--- src/rtl/scanline_pos_gen_pkg.sv ---
// Shared definitions for the scanline position generator: video word width,
// FSM state encoding and the effective vertical step helper.
package scanline_pos_gen_pkg;

  localparam int color_width_o = 8;
  localparam int VDATA_W       = 3 * color_width_o;

  localparam logic [7:0] SL_POS_BOUNDARY = 8'h80;

  typedef enum logic [1:0] {
    ST_WAIT_FRAME = 2'd0,
    ST_WAIT_LINE  = 2'd1,
    ST_ACTIVE     = 2'd2,
    ST_BLANK      = 2'd3
  } sl_state_t;

  // A zero step would freeze the accumulator, so it is treated as 1:1.
  function automatic logic [8:0] step_eff_f(input logic [8:0] vstep);
    return (vstep == 9'd0) ? 9'h100 : vstep;
  endfunction

endpackage

--- src/rtl/scanline_pos_gen_phase_acc.sv ---
// sl_phase_acc: fractional source-line accumulator with per-frame line clamp.
// SCANLINE_POS_GEN_FIELD_OFS_EN adds a half-step offset to the odd-field load.
module sl_phase_acc
  import scanline_pos_gen_pkg::*;
#(
  parameter int MAX_LINES = 1200,
  parameter int CNT_W     = $clog2(MAX_LINES + 1)
) (
  input  logic             clk,
  input  logic             rst,
  input  logic             load,
  input  logic             step,
  input  logic [8:0]       vstep,
  input  logic [7:0]       vphase_init,
  input  logic             field,
  output logic [7:0]       acc,
  output logic [7:0]       pos,
  output logic [CNT_W-1:0] line_cnt
);

  logic [8:0] step_eff;
  logic [7:0] half_step;
  logic [7:0] load_val;

  assign step_eff  = step_eff_f(vstep);
  assign half_step = step_eff[8:1];

`ifdef SCANLINE_POS_GEN_FIELD_OFS_EN
  assign load_val = field ? (vphase_init + half_step) : vphase_init;
`else
  logic unused_field;
  assign unused_field = field;
  assign load_val     = vphase_init;
`endif

  always_ff @(posedge clk) begin
    if (rst) begin
      acc      <= '0;
      line_cnt <= '0;
    end else if (load) begin
      acc      <= load_val;
      line_cnt <= '0;
    end else if (step && (line_cnt < CNT_W'(MAX_LINES))) begin
      // Only the fractional part is kept; carries mark a new source line.
      acc      <= acc + step_eff[7:0];
      line_cnt <= line_cnt + CNT_W'(1);
    end
  end

  // Sample the centre of the output line rather than its top edge.
  assign pos = acc + half_step + SL_POS_BOUNDARY;

endmodule

--- src/rtl/scanline_pos_gen.sv ---
// scanline_pos_gen: per-line scanline position word aligned with the
// one-cycle-delayed video stream. Optional macro: SCANLINE_POS_GEN_FIELD_OFS_EN.
module scanline_pos_gen
  import scanline_pos_gen_pkg::*;
#(
  parameter bit SYNC_ACT_HIGH = 1'b1,
  parameter int MAX_LINES     = 1200
) (
  input  logic               VCLK_i,
  input  logic               VRST_i,
  input  logic               HSYNC_i,
  input  logic               VSYNC_i,
  input  logic               DE_i,
  input  logic [VDATA_W-1:0] vdata_i,
  input  logic [8:0]         vstep_i,
  input  logic [7:0]         vphase_init_i,
  input  logic               field_i,
  output logic               HSYNC_o,
  output logic               VSYNC_o,
  output logic               DE_o,
  output logic [VDATA_W-1:0] vdata_o,
  output logic [7:0]         sl_rel_pos_o,
  output sl_state_t          dbg_state_o
);

  localparam int CNT_W = $clog2(MAX_LINES + 1);

  sl_state_t        state, state_nxt;
  logic             vs_act, vs_act_prev;
  logic             vs_start, de_rise, de_fall;
  logic             load, step, upd_q;
  logic [7:0]       acc, pos;
  logic [CNT_W-1:0] line_cnt;

  // The passthrough registers double as the previous-cycle edge history.
  assign vs_act      = SYNC_ACT_HIGH ? VSYNC_i : ~VSYNC_i;
  assign vs_act_prev = SYNC_ACT_HIGH ? VSYNC_o : ~VSYNC_o;
  assign vs_start    = vs_act & ~vs_act_prev;
  assign de_rise     = DE_i & ~DE_o;
  assign de_fall     = ~DE_i & DE_o;

  always_comb begin
    state_nxt = state;
    load      = 1'b0;
    step      = 1'b0;
    if (vs_start) begin
      // A line already in progress at frame start counts as line 0.
      load      = 1'b1;
      state_nxt = DE_i ? ST_ACTIVE : ST_WAIT_LINE;
    end else begin
      case (state)
        ST_WAIT_FRAME: state_nxt = ST_WAIT_FRAME;
        ST_WAIT_LINE,
        ST_BLANK: begin
          if (de_rise) state_nxt = ST_ACTIVE;
        end
        ST_ACTIVE: begin
          if (de_fall) begin
            step      = 1'b1;
            state_nxt = ST_BLANK;
          end
        end
        default: state_nxt = ST_WAIT_FRAME;
      endcase
    end
  end

  always_ff @(posedge VCLK_i) begin
    if (VRST_i) begin
      state        <= ST_WAIT_FRAME;
      HSYNC_o      <= 1'b0;
      VSYNC_o      <= 1'b0;
      DE_o         <= 1'b0;
      vdata_o      <= '0;
      upd_q        <= 1'b0;
      sl_rel_pos_o <= SL_POS_BOUNDARY;
    end else begin
      state   <= state_nxt;
      HSYNC_o <= HSYNC_i;
      VSYNC_o <= VSYNC_i;
      DE_o    <= DE_i;
      vdata_o <= vdata_i;
      upd_q   <= load | step;
      // Latch only after an accumulator update so the word stays fixed per line.
      if (upd_q) sl_rel_pos_o <= pos;
    end
  end

  assign dbg_state_o = state;

  sl_phase_acc #(
    .MAX_LINES (MAX_LINES),
    .CNT_W     (CNT_W)
  ) u_phase_acc (
    .clk         (VCLK_i),
    .rst         (VRST_i),
    .load        (load),
    .step        (step),
    .vstep       (vstep_i),
    .vphase_init (vphase_init_i),
    .field       (field_i),
    .acc         (acc),
    .pos         (pos),
    .line_cnt    (line_cnt)
  );

endmodule

--- config.mk ---
export PLATFORM = sky130hd
export DESIGN_NAME = scanline_pos_gen
export DESIGN_NICKNAME = d
export VERILOG_FILES = /design/src/rtl/scanline_pos_gen_pkg.sv /design/src/rtl/scanline_pos_gen_phase_acc.sv /design/src/rtl/scanline_pos_gen.sv
export SDC_FILE = /design/constraint.sdc
export NUM_CORES = 1
export LEC_CHECK = 0
export BUFFER_PORTS_ARGS = -buffer_cell sky130_fd_sc_hd__buf_2
export CAP_MARGIN = 40
export CORE_MARGIN = 1.5
export CORE_UTILIZATION = 51
export CTS_CLUSTER_SIZE = 40
export DETAILED_ROUTE_END_ITERATION = 10
export GPL_TIMING_DRIVEN = 0
export MAX_ROUTING_LAYER = met4
export PLACE_DENSITY = 0.79
export RECOVER_POWER = 25
export SYNTH_ARGS = -nofsm -noshare
export SYNTH_HDL_FRONTEND = slang
export SYNTH_HIERARCHICAL = 1
export SYNTH_SLANG_ARGS = --single-unit
export TNS_END_PERCENT = 100
--- constraint.sdc ---
create_clock -name VCLK_i -period 2.7 [get_ports VCLK_i]
set_clock_uncertainty 0.15 [all_clocks]
set_input_delay 0.135 -clock VCLK_i [delete_from_list [all_inputs] [get_ports VCLK_i]]
set_output_delay 0.135 -clock VCLK_i [all_outputs]
set_load 0.02 [all_outputs]
==> metrics, run 1 <==
Starting Density between 50% and 60%; Max Fanout on Critical Path 7; Die W between 70 and 80 microns; first-pass GRT wire length 11800 microns; number of I/O port buffers roughly 80; largest net degree at the start of global routing 12; gpl congestion ~0.86; Routed WL around 7200 microns; slew margin rel. 44.4%; die height between 70 and 80 microns; routed length per instance 14.3 microns; FMAX 388 MHz; Psw slightly below 0.0006 W; clock sink total between 50 and 60; diodes inserted 0; fillers about 380; vias in the first global route 2663; Root Driver clkbuf_8; logic gate share of total power about a fifth; Max Cap Viol 0; Overall Global Routing Usage 26.4%; Overall Power roughly 0.0020 W; EDFF count, synth 0; CTS tree yes; CTS max path bufs 2; kind of critical path reg -> reg; VDD IR max 0.000456 V; count of cell types in the netlist 54; Final Core Density between 70% and 80%; via count between 2000 and 3000; 1st-iter DRT viols around 130; Fin. Hold Viols 0; Mean Syn Cell Area roughly 9.2 sq um; final hold slack 0.0254 ns; Reg area 0.00114 sq mm; Syn-to-layout area delta 38.5%; Rows 26; Yosys reg bits 57; Placed Cells 450; Syn Std Cell Area 0.00276 sq mm; post-synthesis sequential area ratio 41.3%; dominant synthesized flop cell dfxtp_1; max-slew violations 0; clock buffer count from CTS 9; vias per cell 5.17; P_int between 0.001 and 0.0015 W; CP startpoint kind flop; num ports 84; CP arrival between 2 and 3 ns; status completed; WP data required 2.77 ns; Net Sw Frac 29.4%; Synth Instances about 300; H-tree Lvls 3; Die Area 0.00586 sq mm; area of the multi-input gates 0.00148 sq mm; synth warn 6; clock network fraction of design power 35.1%; Synth Net Count 365; clk slew on worst S/H paths 0.07 ns; GRT overflow 0; final setup fails 0; nets 496; Worst-Skew Late Latency around 0.33 ns; TritonRoute pass-1 iters 4; Final Cycle Share 95.5%; ys async rst share 0%; initial antenna violation count 0; total leakage power approximately 1.7 nW; worst min path class in -> reg; most frequent cells in the layout buf_2, dfxtp_1, dlygate4sd3_1, nor2b_1, nor2_1; CORE AREA around 0.0052 sq mm; most common cell after layout, fill and taps aside buf_2; antenna viol nets, final 0; drt drc 0; Post-DP HPWL roughly 4300 microns; Non-Filler Instances 507; fraction of layout cells with a size suffix above 1 24.9%; minimum clock period 2.58 ns; Seq pwr share 45.9%; Worst Tran Pin Value 0.830 ns; Setup crit end kind flop; setup_tns 0 ns; pwr dens 515 mW/mm^2
==> cell usage after synthesis, types with 2 or more instances <==
cell      count  area [sq um]
buf_6         3          33.8
nor2b_1      31           194
xnor2_1      10          87.6
dfxtp_1      57          1140
o21bai_1      3          22.5
nand3_1       4          20.0
xor2_1       10          87.6
a211o_1       3          26.3
and2_1        4          25.0
a21oi_1      23           115
a21o_1        4          30.0
nand4_1       2          12.5
nor2_1       25          93.8
mux2i_1      10           100
or3_1         3          18.8
nand4b_1      2          17.5
nor3_1        3          15.0
buf_1         3          11.3
a31oi_1       2          12.5
nand2_1      18          67.6
clkbuf_1     10          37.5
nor4_1        2          12.5
inv_1        12          45.0
buf_2         2          10.0
ha_1         16           200
o21ai_0      10          50.1
and3_1        2          12.5
==> final timing paths <==
path,endpoint,depth (start not counted),start,slack [ns]
max,sl_rel_pos_o[7],12,u_phase_acc/acc[1],0.12
min,u_phase_acc/acc[5],3,vphase_init_i[5],0.03
max reg2reg,sl_rel_pos_o[7],12,u_phase_acc/acc[1],0.12
min reg2reg,u_phase_acc/line_cnt[1],2,u_phase_acc/line_cnt[1],0.33
==> state kept, by name (all words and copies together), names as in the netlist <==
signal                count
dbg_state_o               2
HSYNC_o                   1
DE_o                      1
u_phase_acc/line_cnt     11
vdata_o                  24
VSYNC_o                   1
sl_rel_pos_o              8
upd_q                     1
u_phase_acc/acc           8
==> worst max-delay path, cell delays in order, from the launching register on <==
cell	delay [ns]
dfxtp_1	0.33
buf_6	0.13
xor2_1	0.15
ha_2	0.20
inv_1	0.05
fa_1	0.39
inv_1	0.09
a21oi_1	0.08
o21bai_2	0.18
a21o_1	0.16
a21oi_1	0.08
xnor2_1	0.15
a211o_1	0.32
==> layer usage <==
layer | part of all wire, % | up-vias | routed length (microns) | global-route usage (%)
met4 | 2.0 | 0 | 142 | 10.6
met2 | 53 | 77 | 3870 | 46.7
met3 | 4.3 | 14 | 315 | 8.38
met5 | 0 | - | 0 | -
met1 | 40 | 1239 | 2920 | 26.9
li1 | - | 1291 | - | -
==> area by class of cell <==
class                           count  share of cell area (%)
Sequential cell                    57                    29.8
Tap cell                           70                    2.29
Clock buffer                        9                    3.24
Buffer                             19                    2.62
Clock inverter                      7                    1.24
Inverter                           12                    1.18
Timing Repair Buffer              120                    20.9
Multi-Input combinational cell    213                    38.7
==> kinds of logic after synthesis <==
kind of cell / share of synthesized area, %
flops: 41.3
mux: 3.63
xor+xnor: 6.35
simple gates: 19.8
buf+inv: 5.26
fa+ha+maj: 8.39
compound gates: 15.2
==> power by group through the flow <==
stage | Combinational, W | Sequential [W] | Clock [W]
CTS | 0.000364 | 0.000901 | 0.000698
detailed placement | 0.000317 | 0.000920 | 0
floorplan | 0.000179 | 0.000959 | 0
finish | 0.000376 | 0.000904 | 0.000691
global route | 0.000407 | 0.000908 | 0.000741
global placement | 0.000310 | 0.000918 | 0
==> metrics by stage <==
stage	worst slack, ns	instance area (sq um)
finish	0.122	3820
global route	-0.0181	3820
detailed placement	0.236	3240
global placement	0.256	3240
floorplan	0.399	2760
CTS	0.237	3820
==> what timing repair did <==
action	in CTS	in global routing
endpoints found under the hold margin	36	0
setup endpoints to repair	0	1
hold buffers	41	0
buffers inserted	0	0
gates resized for setup	0	2
(Power assumes the default switching activity.)
==> run 2, diff against run 1 <==
- REMOVE_ABC_BUFFERS: not set -> 1
==> run 2 against run 1 <==
Register-to-register slack improved by 0.08 ns. Count of clock-buffer cells in the layout grew 4. Global-route usage down 0.85 points. Critical endpoint is now u_phase_acc/acc[5].
==> metrics, run 2 (same netlist as run 1, synthesis figures left out) <==
CP startpoint kind primary input (was flop); Rows 26 (unchanged); final hold slack 0.0636 ns (was 0.0254 ns); most flop-heavy register vdata_o (unchanged); area of the multi-input gates 0.00148 sq mm (about the same); fraction of layout cells with a size suffix above 1 27.0% (was 24.9%); clock sink total 57 (unchanged); FMAX 388 MHz (about the same); CTS tree yes (unchanged); total leakage power 1.69 nW (was 1.74 nW); worst setup path startpoint VSYNC_i (was u_phase_acc/acc[1]); CTS max path bufs 2 (unchanged); largest net degree at the start of global routing 48 (was 12); minimum clock period 2.58 ns (about the same); clk slew on worst S/H paths 0.06 ns (was 0.07 ns); 1st-iter DRT viols 77 (was 127); Overall Global Routing Usage 25.5% (was 26.4%); RR Startpoint u_phase_acc/acc[1] (unchanged); Routed WL 7090 microns (was 7250 microns); Die Area 0.00586 sq mm (unchanged); top flop regs vdata_o: 24 flops, u_phase_acc/line_cnt: 11 flops (unchanged); max-slew violations 0 (unchanged); WP data required 2.80 ns (was 2.77 ns); setup_tns 0 ns (unchanged); Worst Hold Path Cells 4 (was 3); max reg flops 24 (unchanged); Worst Tran Pin Value 0.896 ns (was 0.830 ns); num ports 84 (unchanged); reg2reg path depth 11 (was 12); CORE AREA 0.00517 sq mm (unchanged); Reg area 0.00114 sq mm (unchanged); initial antenna violation count 0 (unchanged); CP arrival 2.68 ns (was 2.65 ns); first-pass GRT wire length 11200 microns (was 11800 microns); TritonRoute pass-1 iters 4 (unchanged); Reg-to-Reg End sl_rel_pos_o[7] (unchanged); Starting Density 53.4% (unchanged); Max Cap Viol 0 (unchanged); Root Driver clkbuf_8 (unchanged); die height 76.6 microns (unchanged); unrepaired setup endpoints after global routing no; GRT overflow 0 (unchanged); via count 2491 (was 2621); number of I/O port buffers 82 (was 79); kind of critical path in -> reg (was reg -> reg); Post-DP HPWL 4040 microns (was 4300 microns); Fin. Hold Viols 0 (unchanged); diodes inserted 0 (unchanged); most common cell after layout, fill and taps aside buf_2 (unchanged); VDD IR max 0.000470 V (was 0.000456 V); fillers 396 (was 383); antenna viol nets, final 0 (unchanged); Worst-Skew Late Latency 0.34 ns (was 0.33 ns); clock buffer count from CTS 9 (unchanged); post-CTS setup buffer count 0 (unchanged); routed length per instance 14.6 microns (was 14.3 microns); Hold Crit Start vphase_init_i[6] (was vphase_init_i[5]); pwr dens 564 mW/mm^2 (was 515 mW/mm^2); Final Cycle Share 95.5% (about the same); H-tree Lvls 3 (unchanged); most frequent cells in the layout buf_2, dfxtp_1, dlygate4sd3_1, nor2b_1, nor2_1 (unchanged); final instance area 0.00373 sq mm (was 0.00382 sq mm); Max Fanout on Critical Path 10 (was 7); Die W 76.6 microns (unchanged); Setup crit end kind flop (unchanged); gpl congestion 0.850 (was 0.856); Syn-to-layout area delta 35.1% (was 38.5%); vias per cell 5.14 (was 5.17); final setup fails 0 (unchanged); worst min path class in -> reg (unchanged); hold-critical path endpoint u_phase_acc/acc[6] (was u_phase_acc/acc[5]); vias in the first global route 2473 (was 2663); slew margin rel. 40.3% (was 44.4%); nets 474 (was 496); dpl cell area 0.00316 sq mm (was 0.00324 sq mm); status completed (unchanged); Worst R2R Setup Slack 0.20 ns (was 0.12 ns); drt drc 0 (unchanged)
-- run 2: changes by cell type in the layout (fill, tap and decap cells not counted), sizes merged --
| cell | delta |
|---|---|
| clkinv | -5 |
| clkinvlp | +1 |
| clkbuf | -12 |
| bufinv | +1 |
| dlygate4sd3 | -7 |
-- run 2: critical path, stage by stage --
cell and delay, ns:
dlygate4sd3_1 0.57, buf_2 0.15, nand2b_2 0.17, clkinvlp_4 0.27
nor2_1 0.23, o211ai_1 0.37, or4_1 0.60, a31oi_1 0.17
-- run 2: worst max-delay path by stage --
stage | end | slack [ns] | cells past startpoint
global placement | u_phase_acc/line_cnt[6] | 0.20 | 7
floorplan | sl_rel_pos_o[7] | 0.37 | 11
CTS | u_phase_acc/line_cnt[8] | 0.05 | 9
finish | u_phase_acc/acc[5] | 0.12 | 8
global route | sl_rel_pos_o[7] | 0.02 | 11
detailed placement | u_phase_acc/line_cnt[8] | 0.12 | 7
-- run 2: through the flow --
| step | setup WS, ns | total power [W] | utilization [%] | std cells |
|---|---|---|---|---|
| 6_report | 0.120 | 0.00210 | 72.1 | 485 |
| 5_1_grt | 0.0230 | 0.00219 | 72.1 | 485 |
| 4_1_cts | 0.0521 | 0.00211 | 71.8 | 484 |
| 3_5_place_dp | 0.122 | 0.00123 | 61.1 | 434 |
| 3_3_place_gp | 0.199 | 0.00122 | 61.1 | 434 |
| 2_1_floorplan | 0.369 | 0.00111 | - | 282 |
-- run 2: report_power, final --
part / switching [W] / internal, W / total [W]
logic: 0.000185 / 0.000167 / 0.000352
clock network: 0.000337 / 0.000505 / 0.000842
registers: 0.0000271 / 0.000882 / 0.000909
-- run 2: area by class of cell --
cell class	instances	area share (%)
inverter	12	1.31
tap	70	2.35
clock inverter	3	1.24
sequential	57	30.6
timing repair inverter	1	0.134
timing repair buffer	116	20.1
clock buffer	13	4.53
multi-input combinational	213	39.7
-- run 2: routing by layer --
layer	track usage [%]	share of wire (%)	up-vias
met5	-	0	-
met4	8.70	1.4	0
met3	7.78	6.4	11
met2	46.0	51	86
met1	26.2	41	1150
li1	-	-	1244
-- run 2: repair_timing --
item | 4_1_cts | 5_1_grt
setup endpoints to repair | 0 | 6
hold endpoints to repair | 37 | 0
resized for setup | 0 | 3
hold buffers | 34 | 0
